### src/rtl/writeback_arbiter_pkg.sv
// Shared definitions for the register-file writeback path: address/data
// widths and the buffered MAC result entry.
package writeback_arbiter_pkg;

  localparam int REG_ADDR_W = 5;
  localparam int XLEN       = 32;
  localparam int NUM_REGS   = 32;

  typedef struct packed {
    logic [REG_ADDR_W-1:0] rd;
    logic [XLEN-1:0]       data;
  } wb_entry_t;

  localparam int WB_ENTRY_W = $bits(wb_entry_t);

endpackage

### src/rtl/writeback_arbiter_fifo.sv
// wb_fifo: synchronous FIFO holding MAC results until the write port is free.
// A full FIFO still takes a push in a cycle where the head is leaving, so a
// push and pop while full leave the occupancy unchanged.
module wb_fifo #(
  parameter int DEPTH = 4,
  parameter int WIDTH = 37
) (
  input  logic                   clock,
  input  logic                   reset,
  input  logic                   push,
  input  logic                   pop,
  input  logic [WIDTH-1:0]       din,
  output logic [WIDTH-1:0]       dout,
  output logic [$clog2(DEPTH):0] count,
  output logic                   full,
  output logic                   empty
);

  localparam int AW = $clog2(DEPTH);

  logic [WIDTH-1:0] mem [DEPTH];
  logic [AW-1:0]    wr_ptr;
  logic [AW-1:0]    rd_ptr;
  logic             do_push;
  logic             do_pop;

  assign empty   = (count == '0);
  assign full    = (count == ($clog2(DEPTH)+1)'(DEPTH));
  assign do_pop  = pop && !empty;
  assign do_push = push && (!full || do_pop);
  assign dout    = mem[rd_ptr];

  // Storage array; contents need no reset because count gates visibility.
  always_ff @(posedge clock) begin
    if (do_push) begin
      mem[wr_ptr] <= din;
    end
  end

  // Pointers and occupancy; pointers wrap naturally for power-of-two depths.
  always_ff @(posedge clock) begin
    if (reset) begin
      wr_ptr <= '0;
      rd_ptr <= '0;
      count  <= '0;
    end else begin
      if (do_push) wr_ptr <= wr_ptr + 1'b1;
      if (do_pop)  rd_ptr <= rd_ptr + 1'b1;
      case ({do_push, do_pop})
        2'b10:   count <= count + 1'b1;
        2'b01:   count <= count - 1'b1;
        default: count <= count;
      endcase
    end
  end

endmodule

### src/rtl/writeback_arbiter.sv
// writeback_arbiter: merges the pipeline writeback and buffered MAC results
// onto the single register-file write port and tracks in-flight MAC
// destinations in a busy scoreboard for decode.
// Optional feature macro: WB_STARVE_GUARD_EN (forced FIFO drain after
// STARVE_LIMIT waiting cycles, signalled on pipe_stall).
import writeback_arbiter_pkg::*;

module writeback_arbiter #(
  parameter int FIFO_DEPTH   = 4,
  parameter int STARVE_LIMIT = 8
) (
  input  logic                        clock,
  input  logic                        reset,
  input  logic                        pipe_valid,
  input  logic [4:0]                  pipe_rd,
  input  logic [31:0]                 pipe_data,
  input  logic                        mac_issue_valid,
  input  logic [4:0]                  mac_issue_rd,
  input  logic                        mac_valid,
  output logic                        mac_ready,
  input  logic [4:0]                  mac_rd,
  input  logic [31:0]                 mac_data,
  output logic                        rf_we,
  output logic [4:0]                  rf_rd,
  output logic [31:0]                 rf_wdata,
  output logic [31:0]                 busy_mask,
  output logic [$clog2(FIFO_DEPTH):0] fifo_count,
  output logic                        pipe_stall
);

  if (FIFO_DEPTH < 2 || (FIFO_DEPTH & (FIFO_DEPTH - 1)) != 0) begin : g_bad_depth
    $error("FIFO_DEPTH must be a power of two and at least 2");
  end
  if (STARVE_LIMIT < 1) begin : g_bad_limit
    $error("STARVE_LIMIT must be at least 1");
  end

  wb_entry_t   push_entry;
  wb_entry_t   head;
  logic        fifo_full;
  logic        fifo_empty;
  logic        grant_pipe;
  logic        grant_fifo;
  logic        src_mac;
  logic        stall_now;
  logic [31:0] busy_next;

  assign push_entry = '{rd: mac_rd, data: mac_data};
  assign mac_ready  = !fifo_full;

  wb_fifo #(
    .DEPTH (FIFO_DEPTH),
    .WIDTH (WB_ENTRY_W)
  ) u_fifo (
    .clock (clock),
    .reset (reset),
    .push  (mac_valid),
    .pop   (grant_fifo),
    .din   (push_entry),
    .dout  (head),
    .count (fifo_count),
    .full  (fifo_full),
    .empty (fifo_empty)
  );

`ifdef WB_STARVE_GUARD_EN
  localparam int CW = $clog2(STARVE_LIMIT + 1);

  logic [CW-1:0] starve_cnt;
  logic          stall_q;

  assign stall_now  = stall_q;
  assign pipe_stall = stall_q;

  // Count cycles the FIFO head waits; raise a one-cycle stall when the limit is reached.
  always_ff @(posedge clock) begin
    if (reset) begin
      starve_cnt <= '0;
      stall_q    <= 1'b0;
    end else if (fifo_empty || grant_fifo) begin
      starve_cnt <= '0;
      stall_q    <= 1'b0;
    end else begin
      starve_cnt <= starve_cnt + 1'b1;
      stall_q    <= (starve_cnt == CW'(STARVE_LIMIT - 1));
    end
  end
`else
  assign stall_now  = 1'b0;
  assign pipe_stall = 1'b0;
`endif

  assign grant_pipe = pipe_valid && !stall_now;
  assign grant_fifo = !grant_pipe && !fifo_empty;

  // Register the granted write so the register file sees it one cycle after the request.
  always_ff @(posedge clock) begin
    if (reset) begin
      rf_we    <= 1'b0;
      rf_rd    <= '0;
      rf_wdata <= '0;
      src_mac  <= 1'b0;
    end else if (grant_pipe) begin
      rf_we    <= 1'b1;
      rf_rd    <= pipe_rd;
      rf_wdata <= pipe_data;
      src_mac  <= 1'b0;
    end else if (grant_fifo) begin
      rf_we    <= 1'b1;
      rf_rd    <= head.rd;
      rf_wdata <= head.data;
      src_mac  <= 1'b1;
    end else begin
      rf_we    <= 1'b0;
      src_mac  <= 1'b0;
    end
  end

  // Next scoreboard value: MAC commit clears first so a same-edge issue wins; x0 never busy.
  always_comb begin
    busy_next = busy_mask;
    if (rf_we && src_mac) begin
      busy_next[rf_rd] = 1'b0;
    end
    if (mac_issue_valid && (mac_issue_rd != 5'd0)) begin
      busy_next[mac_issue_rd] = 1'b1;
    end
  end

  // Scoreboard state exported to decode.
  always_ff @(posedge clock) begin
    if (reset) begin
      busy_mask <= '0;
    end else begin
      busy_mask <= busy_next;
    end
  end

endmodule

### config.mk
export PLATFORM = sky130hd
export DESIGN_NAME = writeback_arbiter
export DESIGN_NICKNAME = d
export VERILOG_FILES = /design/src/rtl/writeback_arbiter_pkg.sv /design/src/rtl/writeback_arbiter_fifo.sv /design/src/rtl/writeback_arbiter.sv
export SDC_FILE = /design/constraint.sdc
export NUM_CORES = 1
export LEC_CHECK = 0
export ABC_CLOCK_PERIOD_IN_PS = 4800
export CAP_MARGIN = 10
export CORE_MARGIN = 8
export CORE_UTILIZATION = 40
export CTS_CLUSTER_DIAMETER = 60
export DETAILED_ROUTE_END_ITERATION = 8
export REMOVE_ABC_BUFFERS = 1
export SYNTH_ARGS = -nofsm -noshare
export SYNTH_HDL_FRONTEND = slang
export SYNTH_SLANG_ARGS = --single-unit
### constraint.sdc
create_clock -name clock -period 4.8 [get_ports clock]
set_input_delay 0.96 -clock clock [delete_from_list [all_inputs] [get_ports clock]]
set_output_delay 0.96 -clock clock [all_outputs]
set_load 0.02 [all_outputs]
==> qor.json, run 1 <==
{
  "status": "complete, no violations",
  "r2r_cells": 3,
  "worst_skew_pair.late_latency_ps": 510,
  "slew-limit-headroom": 0.235,
  "antenna_violations_before_repair": 2,
  "antenna_cells": 0,
  "design.core.area_sq_um": 22400,
  "final_stage_net_count": 867,
  "worst_hold_path_depth": 1,
  "finalHoldViolCount": 0,
  "timing.final.crit_period_ps": 2920,
  "remaining_drc_errors": 0,
  "max_stage_delay_ps": 940,
  "critPathKind": "in -> reg",
  "final_design_area_no_fill_sq_um": 11600,
  "grt_pass1_vias": 6211,
  "mostFrequentLayoutCells": "sky130_fd_sc_hd__clkdlybuf4s50_1 (155), sky130_fd_sc_hd__edfxtp_1 (148), sky130_fd_sc_hd__dfxtp_1 (79)",
  "clkTransAtPathRegs_ps": 60,
  "post_cts.repair.setup_buffers": 0,
  "cts_inserted_buffers": 25,
  "synth_cell_types": 41,
  "multi_input_area_sq_um": 2800,
  "cap_violations": 0,
  "start_kind": "primary input",
  "post_cts.resized_instances": 0,
  "cts_num_sinks": 228,
  "path_buf_inv": 2,
  "final.period_utilization": 0.608,
  "clock_tree_from_tritoncts": "yes",
  "arrival_ps": 3050,
  "grt_start_max_net_pins": 86,
  "synth-seq-area-share": 0.667,
  "worst_clock_skew_ps": 14.8,
  "place_hpwl_um": 13700,
  "ctsHoldBuffers": 0,
  "rows": 55,
  "synth_edf_count": 148,
  "r2r_start": "u_fifo.count[0]",
  "start_util": 0.404,
  "worst-slew-pin-transition_ps": 1150,
  "final_layout_size_suffix_gt1_frac": 0.186,
  "ff_latch_area_sq_um": 6050,
  "critical-path-top-delay-family": "simple AND/OR/NAND/NOR gates",
  "routedWlPerCell_um": 20.5,
  "critPathRequiredTime_ps": 4930,
  "synth_warnings": 0,
  "finalWeightedCongestion": 0.817,
  "cts.root.buffer_cell": "sky130_fd_sc_hd__clkbuf_16",
  "port-buffer-count": 157,
  "hold_path_startpoint": "busy_mask[0]",
  "global_route.overflow_total": 0,
  "die_height_um": 167,
  "cts_max_path_buffers": 3,
  "detail_route.wirelength_um": 22200,
  "r2r_setup_slack_ps": 2440,
  "tritonroute_pass_1_iters": 8,
  "synth.cell_area_sq_um": 9070,
  "crit_path_end_kind": "flop",
  "route.antenna.remaining_nets": 0,
  "routed_vias_inst": 5.50,
  "crit_chain": "clkdlybuf4s50_1, inv_1, a31oi_1, and2_2",
  "hold_end": "busy_mask[0]",
  "achievable_frequency_mhz": 343,
  "rsz0062_at_grt": "false",
  "regToRegEndpoint": "u_fifo.mem[2][1]",
  "fillCellCount": 1882,
  "htree_levels": 1,
  "detailroute.via_count": 5954,
  "slew_viol_final": 0,
  "syn_avg_cell_area_sq_um": 14.3,
  "postSynthRegisterBits": 228,
  "die-width_um": 167,
  "cellPowerDensity_nw_per_um2": 420,
  "yosys_most_used_dff": "sky130_fd_sc_hd__edfxtp_1",
  "syn-instance-count": 634,
  "power.static_leakage_nw": 3.86,
  "mostFrequentLayoutCell": "sky130_fd_sc_hd__clkdlybuf4s50_1",
  "detailedRoute.firstIterationViolations": 538,
  "crit_fanout": 37,
  "slowest_cp_cell": "sky130_fd_sc_hd__and2_2",
  "post_dp_cell_area_sq_um": 10800,
  "synthArstFlopShare": 0,
  "irDropWorstVdd_uv": 264,
  "io_pins": 159,
  "area_growth_pct": 28.4,
  "finalSetupTns_ps": 0,
  "grt_pass1_wl_um": 34600,
  "fp.dieArea_sq_um": 27700,
  "setup_viol": 0,
  "hold_path_class": "reg -> reg",
  "globalRouteTotalUtil": 0.154
}
==> sequential cells by signal (all words and copies together), names as in the netlist, named ones only <==
name	flops
u_fifo.mem	148
busy_mask	32
rf_wdata	32
rf_rd	5
u_fifo.count	3
u_fifo.rd_ptr	2
u_fifo.wr_ptr	2
rf_we	1
src_mac	1
==> area by class of cell <==
cell class / instances / share of cell area
multi-input cells: 358 / 0.240
clock inverters: 16 / 0.0124
clock buffers: 30 / 0.0598
flip-flops and latches: 228 / 0.520
well taps: 285 / 0.0306
repair buffers: 158 / 0.135
inverters: 7 / 0.00226
==> power breakdown <==
part	internal [mW]	leakage (nW)	total (mW)	switching, mW
Sequential	2.23	2.02	2.31	0.0793
Clock	1.14	0.414	1.91	0.765
Combinational	0.310	1.43	0.676	0.365
==> synth_stat cells, types with 5 or more instances <==
cell type                  instances  area share
sky130_fd_sc_hd__a222oi_1         37       0.041
sky130_fd_sc_hd__nand3b_1          9      0.0075
sky130_fd_sc_hd__nor2b_1          35       0.024
sky130_fd_sc_hd__inv_1             7      0.0029
sky130_fd_sc_hd__dfxtp_1          80        0.18
sky130_fd_sc_hd__or3b_2            5      0.0048
sky130_fd_sc_hd__buf_6             5      0.0062
sky130_fd_sc_hd__o21ai_0          64       0.035
sky130_fd_sc_hd__a211oi_2         17       0.023
sky130_fd_sc_hd__a211oi_1         20       0.017
sky130_fd_sc_hd__nor2_1           44       0.018
sky130_fd_sc_hd__buf_2            16      0.0088
sky130_fd_sc_hd__clkbuf_1         18      0.0075
sky130_fd_sc_hd__mux2_2           75       0.093
sky130_fd_sc_hd__edfxtp_1        148        0.49
sky130_fd_sc_hd__or3_1             5      0.0034
==> stage by stage <==
stage | cells | hold WS [ps] | total power [mW] | worst slack, ps | util
finish | 1082 | 481 | 4.89 | 1880 | 0.519
floorplan | 593 | 447 | 2.69 | 1890 | -
CTS | 1082 | 486 | 4.94 | 1880 | 0.519
global route | 1082 | 522 | 5.09 | 1710 | 0.519
detailed placement | 1036 | 469 | 3.03 | 1350 | 0.481
global placement | 1036 | 452 | 3.01 | 1410 | 0.481
==> cells by family after synthesis <==
logic type / synth area share
muxes: 0.0942
adders and majority gates: 0.00773
DFF: 0.667
other: 0.000414
and+or+nand+nor: 0.0785
buffers and inverters: 0.0266
xor gates and xnor gates: 0.00193
AOI/OAI and AO/OA: 0.124
==> routing by layer <==
layer | up-vias | routed length [um] | global-route usage
met5 | - | 27 | 0
met4 | 4 | 261 | 0.0353
met3 | 26 | 1870 | 0.0459
met2 | 274 | 10100 | 0.248
li1 | 2753 | - | -
met1 | 2897 | 9870 | 0.201
==> worst max-delay path by stage <==
stage,from,endpoint,slack [ps],depth (start not counted)
after CTS,mac_valid,u_fifo.mem[2][30],1880,4
after floorplan,flop,rf_rd[0],1890,3
after detailed placement,mac_valid,u_fifo.mem[2][26],1350,4
final,mac_valid,u_fifo.mem[2][1],1880,4
after global placement,mac_valid,u_fifo.mem[0][26],1410,4
after global routing,mac_valid,u_fifo.mem[2][1],1710,4
(Power assumes the default switching activity.)
==> inputs of run 2 (changes only) <==
Settings changed: ABC_CLOCK_PERIOD_IN_PS 4800 to 2950.
Clock period 4.8 ns to 2.95 ns, I/O delays scaled along.
==> qor.json, run 2 (synthesized netlist as in run 1, its figures left out) <==
{
  "status": {"value": "complete, no violations", "change": "unchanged"},
  "cts_num_sinks": {"value": 228, "change": "unchanged"},
  "finalWeightedCongestion": {"value": 0.770, "change": "was 0.817"},
  "numPlacedInstances": {"value": 1050, "change": "was 1036"},
  "crit_fanout": {"value": 8, "change": "was 37"},
  "io_pins": {"value": 159, "change": "unchanged"},
  "r2r_setup_slack": {"value": 550, "unit": "ps", "change": "was 2440 ps"},
  "globalRouteTotalUtil": {"value": 0.162, "change": "was 0.154"},
  "worst_clock_skew": {"value": 12.4, "unit": "ps", "change": "was 14.8 ps"},
  "remaining_drc_errors": {"value": 0, "change": "unchanged"},
  "busiest_layer": {"value": "met2", "change": "unchanged"},
  "detail_route.wirelength": {"value": 23200, "unit": "um", "change": "was 22200 um"},
  "switchingPower": {"value": 1.93, "unit": "mW", "change": "was 1.21 mW"},
  "cts_inserted_buffers": {"value": 25, "change": "unchanged"},
  "grt_pass1_vias": {"value": 6366, "change": "was 6211"},
  "mostFrequentLayoutCell": {"value": "sky130_fd_sc_hd__clkdlybuf4s50_1", "change": "unchanged"},
  "ff_latch_area": {"value": 6050, "unit": "sq um", "change": "unchanged"},
  "timing.final.crit_period_ps": 2400,
  "power.static_leakage": {"value": 3.90, "unit": "nW", "change": "was 3.86 nW"},
  "start_kind": {"value": "flop", "change": "was primary input"},
  "routed_vias_inst": {"value": 5.55, "change": "was 5.50"},
  "number_of_standard_cells_in_the_final_layout_excluding_fillers": {"value": 1096, "change": "was 1082"},
  "worst_skew_pair.late_latency": {"value": 510, "unit": "ps", "change": "about the same"},
  "finish.utilization": {"value": 0.524, "change": "was 0.519"},
  "start_util": {"value": 0.404, "change": "unchanged"},
  "tritonroute_pass_1_iters": {"value": 7, "change": "was 8"},
  "route.antenna.remaining_nets": {"value": 0, "change": "unchanged"},
  "finalHoldViolCount": {"value": 0, "change": "unchanged"},
  "crit_path_end_kind": {"value": "flop", "change": "unchanged"},
  "total_power": {"value": 7.77, "unit": "mW", "change": "was 4.89 mW"},
  "power.share.combinational": {"value": 0.149, "change": "was 0.138"},
  "groute.layer.met1.usage": {"value": 0.207, "change": "was 0.201"},
  "place_hpwl": {"value": 15200, "unit": "um", "change": "was 13700 um"},
  "grt.met3_usage": {"value": 0.0475, "change": "was 0.0459"},
  "fp.dieArea": {"value": 27700, "unit": "sq um", "change": "unchanged"},
  "hold_end": {"value": "busy_mask[0]", "change": "unchanged"},
  "cellPowerDensity": {"value": 661, "unit": "nW/um^2", "change": "was 420 nW/um^2"},
  "mostFrequentLayoutCells": {"value": "sky130_fd_sc_hd__clkdlybuf4s50_1 (155), sky130_fd_sc_hd__edfxtp_1 (148), sky130_fd_sc_hd__dfxtp_1 (79)", "change": "unchanged"},
  "rsz0062_at_grt": {"value": "false", "change": "unchanged"},
  "irDropWorstVdd": {"value": 433, "unit": "uV", "change": "was 264 uV"},
  "clkTransAtPathRegs": {"value": 60, "unit": "ps", "change": "about the same"},
  "critPathKind": {"value": "reg -> reg", "change": "was in -> reg"},
  "regToRegEndpoint": {"value": "u_fifo.count[2]", "change": "was u_fifo.mem[2][1]"},
  "largest_registers": {"value": "u_fifo.mem (148), busy_mask (32), rf_wdata (32)", "change": "unchanged"},
  "multi_input_area": {"value": 2800, "unit": "sq um", "change": "unchanged"},
  "ctsHoldBuffers": {"value": 0, "change": "unchanged"},
  "design.core.area": {"value": 22400, "unit": "sq um", "change": "unchanged"},
  "antenna_violations_before_repair": {"value": 3, "change": "was 2"},
  "grt_pass1_wl": {"value": 36400, "unit": "um", "change": "was 34600 um"},
  "r2r_cells": {"value": 6, "change": "was 3"},
  "worst_hold_path_depth": {"value": 1, "change": "unchanged"},
  "largest_reg_flops": {"value": 148, "change": "unchanged"},
  "final_stage_net_count": {"value": 881, "change": "was 867"},
  "detailedRoute.firstIterationViolations": {"value": 548, "change": "was 538"},
  "worst-slew-pin-transition": {"value": 1130, "unit": "ps", "change": "was 1150 ps"},
  "hold_path_class": {"value": "reg -> reg", "change": "unchanged"},
  "final.period_utilization": 0.812,
  "post_cts.repair.setup_buffers": {"value": 0, "change": "unchanged"},
  "setup_viol": {"value": 0, "change": "unchanged"},
  "cap_violations": {"value": 0, "change": "unchanged"},
  "rows": {"value": 55, "change": "unchanged"},
  "detailroute.via_count": {"value": 6083, "change": "was 5954"},
  "routedWlPerCell": {"value": 21.2, "unit": "um", "change": "was 20.5 um"},
  "post_dp_cell_area": {"value": 11000, "unit": "sq um", "change": "was 10800 sq um"},
  "met2_usage": {"value": 0.263, "change": "was 0.248"},
  "final_design_area_no_fill": {"value": 11800, "unit": "sq um", "change": "was 11600 sq um"},
  "grt_start_max_net_pins": {"value": 76, "change": "was 86"},
  "internal_power": {"value": 5.84, "unit": "mW", "change": "was 3.68 mW"},
  "critPathRequiredTime": {"value": 3380, "unit": "ps", "change": "was 4930 ps"},
  "slew-limit-headroom": {"value": 0.243, "change": "was 0.235"},
  "arrival": {"value": 2830, "unit": "ps", "change": "was 3050 ps"},
  "cts_max_path_buffers": {"value": 3, "change": "unchanged"},
  "hold_path_startpoint": {"value": "busy_mask[0]", "change": "unchanged"},
  "final_layout_size_suffix_gt1_frac": {"value": 0.189, "change": "was 0.186"},
  "netSwitchingFraction": {"value": 0.248, "change": "was 0.247"},
  "die-width": {"value": 167, "unit": "um", "change": "unchanged"},
  "area_growth": {"value": 29.6, "unit": "%", "change": "was 28.4%"},
  "global_route.overflow_total": {"value": 0, "change": "unchanged"},
  "pwr-share-seq": {"value": 0.482, "change": "was 0.472"},
  "power.clock.fraction": {"value": 0.369, "change": "was 0.390"},
  "htree_levels": {"value": 1, "change": "unchanged"},
  "fillCellCount": {"value": 1862, "change": "was 1882"},
  "die_height": {"value": 167, "unit": "um", "change": "unchanged"},
  "cts.root.buffer_cell": {"value": "sky130_fd_sc_hd__clkbuf_16", "change": "unchanged"},
  "clock_tree_from_tritoncts": {"value": "yes", "change": "unchanged"},
  "finalSetupTns": {"value": 0, "unit": "ps", "change": "unchanged"},
  "r2r_start": {"value": "u_fifo.count[0]", "change": "unchanged"},
  "slew_viol_final": {"value": 0, "change": "unchanged"},
  "achievable_frequency_mhz": 417,
  "post_cts.resized_instances": {"value": 0, "change": "unchanged"},
  "registers.top_by_ff_count": {"value": "u_fifo.mem", "change": "unchanged"},
  "port-buffer-count": {"value": 157, "change": "unchanged"}
}
run 2: per-stage QoR:
step	hold slack [ps]	setup slack (ps)
2_1_floorplan	447	41.8
3_3_place_gp	463	383
3_5_place_dp	470	212
4_1_cts	478	511
5_1_grt	515	433
6_report	477	554
run 2: layout make-up:
class,instances,share of cell area
antenna,1,0.000213
clock buffer,34,0.0578
clock inverter,11,0.00628
inverter,7,0.00224
multi-input combinational,358,0.238
sequential,228,0.515
tap,285,0.0303
timing repair buffer,172,0.150
run 2: worst max path at each step:
stage,startpoint,endpoint,slack (ps)
floorplan,flop,rf_rd[0],40
global placement,mac_valid,u_fifo.count[1],380
detailed placement,mac_valid,u_fifo.count[1],210
CTS,u_fifo.count[0],u_fifo.count[2],510
global route,u_fifo.count[0],mac_ready,430
finish,u_fifo.count[0],u_fifo.count[2],550
run 2: critical path, stage by stage, from the launching register on:
cell and delay [ps]:
sky130_fd_sc_hd__dfxtp_1 370, sky130_fd_sc_hd__nor3_1 570, sky130_fd_sc_hd__or3_1 220, sky130_fd_sc_hd__fa_1 210
sky130_fd_sc_hd__or3b_2 470, sky130_fd_sc_hd__or3_1 310, sky130_fd_sc_hd__a31oi_1 170
run 2: power groups by stage:
| stage | clock network (mW) | registers [mW] | logic, mW |
|---|---|---|---|
| global placement | 0 | 3.80 | 1.14 |
| finish | 2.87 | 3.75 | 1.16 |
| detailed placement | 0 | 3.81 | 1.16 |
| floorplan | 0 | 3.91 | 0.470 |
| CTS | 2.93 | 3.75 | 1.17 |
| global route | 3.08 | 3.77 | 1.24 |
run 2: per-layer routing:
metal  routed length [um]  up-vias  part of all wire
li1                     -     2791                 -
met1                 9810     2969              0.42
met2                10800      274              0.46
met3                 2140       45             0.092
met4                  444        4             0.019
met5                   27        -            0.0012
==> inputs of run 3 (changes only) <==
Settings changed: ABC_CLOCK_PERIOD_IN_PS 2950 to 1900, PLACE_DENSITY set to 0.66.
Clock period 2.95 ns to 1.9 ns, I/O delays scaled along.
==> qor.json, run 3 (synthesized netlist as in run 1, its figures left out) <==
{
  "cts_inserted_buffers": {"value": 26, "change": "was 25"},
  "rsz0062_at_grt": {"value": "true", "change": "was false"},
  "critPathRequiredTime": {"value": 2330, "unit": "ps", "change": "was 3380 ps"},
  "hold_end": {"value": "busy_mask[0]", "change": "unchanged"},
  "crit_fanout": {"value": 2, "change": "was 8"},
  "arrival": {"value": 2350, "unit": "ps", "change": "was 2830 ps"},
  "fp.dieArea": {"value": 27700, "unit": "sq um", "change": "unchanged"},
  "status": {"value": "finished, violations left", "change": "was complete, no violations"},
  "tritonroute_pass_1_iters": {"value": 8, "change": "was 7"},
  "io_pins": {"value": 159, "change": "unchanged"},
  "hold_path_class": {"value": "in -> reg", "change": "was reg -> reg"},
  "violations": "setup timing",
  "antenna_violations_before_repair": {"value": 0, "change": "was 3"},
  "die_height": {"value": 167, "unit": "um", "change": "unchanged"},
  "achievable_frequency": {"value": 520, "unit": "MHz", "change": "was 417 MHz"},
  "finalHoldViolCount": {"value": 0, "change": "unchanged"},
  "final_layout_size_suffix_gt1_frac": {"value": 0.232, "change": "was 0.189"},
  "global_route.overflow_total": {"value": 0, "change": "unchanged"},
  "route.antenna.remaining_nets": {"value": 0, "change": "unchanged"},
  "routedWlPerCell": {"value": 20.6, "unit": "um", "change": "was 21.2 um"},
  "cts_num_sinks": {"value": 228, "change": "unchanged"},
  "slew-limit-headroom": {"value": 0.666, "change": "was 0.243"},
  "cap_violations": {"value": 0, "change": "unchanged"},
  "slew_viol_final": {"value": 0, "change": "unchanged"},
  "largest_reg_flops": {"value": 148, "change": "unchanged"},
  "clock_tree_from_tritoncts": {"value": "yes", "change": "unchanged"},
  "rows": {"value": 55, "change": "unchanged"},
  "power.static_leakage": {"value": 4.34, "unit": "nW", "change": "was 3.90 nW"},
  "cts.root.buffer_cell": {"value": "sky130_fd_sc_hd__clkbuf_16", "change": "unchanged"},
  "largest_registers": {"value": "u_fifo.mem (148), busy_mask (32), rf_wdata (32)", "change": "unchanged"},
  "antenna_cells": {"value": 0, "change": "was 1"},
  "ctsHoldBuffers": {"value": 0, "change": "unchanged"},
  "grt_start_max_net_pins": {"value": 43, "change": "was 76"},
  "r2r_setup_slack": {"value": -20, "unit": "ps", "change": "was 550 ps"},
  "max_stage_delay": {"value": 400, "unit": "ps", "change": "was 570 ps"},
  "critical-path-top-delay-family": {"value": "simple AND/OR/NAND/NOR gates", "change": "unchanged"},
  "least_setup_slack_across_all_paths_after_layout": {"value": -22.1, "unit": "ps", "change": "was 554 ps"},
  "critical_path_depth": {"value": 6, "change": "unchanged"},
  "cellPowerDensity": {"value": 1060, "unit": "nW/um^2", "change": "was 661 nW/um^2"},
  "hold_path_startpoint": {"value": "reset", "change": "was busy_mask[0]"},
  "place_hpwl": {"value": 15800, "unit": "um", "change": "was 15200 um"},
  "detailroute.via_count": {"value": 6123, "change": "was 6083"},
  "design.core.area": {"value": 22400, "unit": "sq um", "change": "unchanged"},
  "die-width": {"value": 167, "unit": "um", "change": "unchanged"},
  "r2r_cells": {"value": 6, "change": "unchanged"},
  "worst_skew_pair.late_latency": {"value": 510, "unit": "ps", "change": "about the same"},
  "path_buf_inv": {"value": 0, "change": "unchanged"},
  "start_kind": {"value": "flop", "change": "unchanged"},
  "post_dp_cell_area": {"value": 11200, "unit": "sq um", "change": "was 11000 sq um"},
  "start_util": {"value": 0.404, "change": "unchanged"},
  "cts_max_path_buffers": {"value": 3, "change": "unchanged"},
  "finalWeightedCongestion": {"value": 0.799, "change": "was 0.770"},
  "irDropWorstVdd": {"value": 615, "unit": "uV", "change": "was 433 uV"},
  "final_stage_net_count": {"value": 904, "change": "was 881"},
  "port-buffer-count": {"value": 157, "change": "unchanged"},
  "area_growth": {"value": 34.3, "unit": "%", "change": "was 29.6%"},
  "grt_pass1_vias": {"value": 6490, "change": "was 6366"},
  "worst-slew-pin-transition": {"value": 498, "unit": "ps", "change": "was 1130 ps"},
  "htree_levels": {"value": 1, "change": "unchanged"},
  "critPathKind": {"value": "reg -> reg", "change": "unchanged"},
  "detail_route.wirelength": {"value": 23100, "unit": "um", "change": "was 23200 um"},
  "r2r_start": {"value": "u_fifo.count[0]", "change": "unchanged"},
  "timing.final.crit_period": {"value": 1920, "unit": "ps", "change": "was 2400 ps"},
  "worst_clock_skew": {"value": 8.01, "unit": "ps", "change": "was 12.4 ps"},
  "detailedRoute.firstIterationViolations": {"value": 593, "change": "was 548"},
  "crit_chain": {"value": "nor3_2, or3_4, fa_2, or3b_4, or3_1, a31oi_2", "change": "was nor3_1, or3_1, fa_1, or3b_2, or3_1, a31oi_1"},
  "final_design_area_no_fill": {"value": 12200, "unit": "sq um", "change": "was 11800 sq um"},
  "slowest_cp_cell": {"value": "sky130_fd_sc_hd__or3_1", "change": "was sky130_fd_sc_hd__nor3_1"},
  "routed_vias_inst": {"value": 5.47, "change": "was 5.55"},
  "crit_path_end_kind": {"value": "flop", "change": "unchanged"},
  "regToRegEndpoint": {"value": "u_fifo.count[2]", "change": "unchanged"},
  "globalRouteTotalUtil": {"value": 0.159, "change": "was 0.162"},
  "finalSetupTns": {"value": -22.1, "unit": "ps", "change": "was 0 ps"},
  "registers.top_by_ff_count": {"value": "u_fifo.mem", "change": "unchanged"},
  "mostFrequentLayoutCells": {"value": "sky130_fd_sc_hd__edfxtp_1 (148), sky130_fd_sc_hd__clkdlybuf4s50_1 (132), sky130_fd_sc_hd__dfxtp_1 (76)", "change": "was sky130_fd_sc_hd__clkdlybuf4s50_1 (155), sky130_fd_sc_hd__edfxtp_1 (148), sky130_fd_sc_hd__dfxtp_1 (79)"},
  "final.period_utilization": {"value": 1.01, "change": "was 0.812"},
  "fillCellCount": {"value": 1772, "change": "was 1862"},
  "mostFrequentLayoutCell": {"value": "sky130_fd_sc_hd__edfxtp_1", "change": "was sky130_fd_sc_hd__clkdlybuf4s50_1"},
  "grt_pass1_wl": {"value": 35700, "unit": "um", "change": "was 36400 um"},
  "clkTransAtPathRegs": {"value": 60, "unit": "ps", "change": "about the same"},
  "remaining_drc_errors": {"value": 0, "change": "unchanged"},
  "worst_hold_path_depth": {"value": 2, "change": "was 1"},
  "setup_viol": {"value": 1, "change": "was 0"}
}
[run 3: cell types whose count changed in the layout (fill, tap and decap cells not counted), moves of 2 or more]
cell,before,now
sky130_fd_sc_hd__dlymetal6s2s_1,0,11
sky130_fd_sc_hd__dfxtp_2,0,3
sky130_fd_sc_hd__buf_12,7,12
sky130_fd_sc_hd__clkinv_2,2,4
sky130_fd_sc_hd__clkinv_1,7,1
sky130_fd_sc_hd__bufinv_16,1,4
sky130_fd_sc_hd__dfxtp_1,79,76
sky130_fd_sc_hd__buf_4,9,26
sky130_fd_sc_hd__inv_8,0,2
sky130_fd_sc_hd__clkdlybuf4s50_1,155,132
sky130_fd_sc_hd__dlygate4sd2_1,0,11
sky130_fd_sc_hd__clkbuf_16,25,27
[run 3: report_power, final]
group          switching (mW)  internal, mW  total [mW]  leakage, nW
clock                    1.95          3.25        5.20        0.448
combinational            1.02         0.912        1.93         1.88
sequential              0.174          5.63        5.80         2.02
[run 3: worst max path at each step]
stage                          from               to  slack (ps)
floorplan                      flop         rf_rd[0]       -1010
global placement          mac_valid  u_fifo.count[1]        -280
detailed placement        mac_valid  u_fifo.count[1]        -380
CTS                 u_fifo.count[2]  u_fifo.count[2]          -3
global route        u_fifo.count[0]  u_fifo.count[2]         -80
finish              u_fifo.count[0]  u_fifo.count[2]         -20
[run 3: layout make-up]
type / count / area (sq um) / share of cell area
clock buffers: 36 / 729 / 0.0599
flip-flops and latches: 228 / 6050 / 0.497
inverters: 7 / 26.3 / 0.00216
clock inverters: 12 / 183 / 0.0150
multi-input cells: 358 / 2830 / 0.233
repair buffers: 194 / 2000 / 0.164
well taps: 285 / 357 / 0.0293
[run 3: metrics by stage]
step	setup WS, ps	cells	power, mW	hold slack, ps	utilization
after floorplan	-1010	593	6.80	445	-
after global placement	-275	1070	7.77	468	0.500
after detailed placement	-382	1070	7.83	470	0.500
after CTS	-2.57	1119	13.0	331	0.541
after global routing	-80.8	1120	13.4	354	0.543
final	-22.1	1120	12.9	347	0.543
[run 3: timing repair]
item	in CTS	in global routing
gates resized for setup	21	15
gates cloned	0	0
endpoints found under the hold margin	0	0
setup endpoints to repair	13	14
pin swaps	5	1
buffers inserted	1	1
[run 3: layer usage]
layer  GRT usage  up-vias  wire length, um
met2       0.275      288            11100
met3      0.0454       36             2070
met4      0.0466        0              376
met1       0.189     2969             9520
met5           0        -                0
li1            -     2830                -
[run 3: worst register-to-register path, cell delays in order, from the launching register on]
cell	delay (ps)
sky130_fd_sc_hd__dfxtp_1	320
sky130_fd_sc_hd__nor3_2	220
sky130_fd_sc_hd__or3_4	170
sky130_fd_sc_hd__fa_2	200
sky130_fd_sc_hd__or3b_4	380
sky130_fd_sc_hd__or3_1	400
sky130_fd_sc_hd__a31oi_2	160
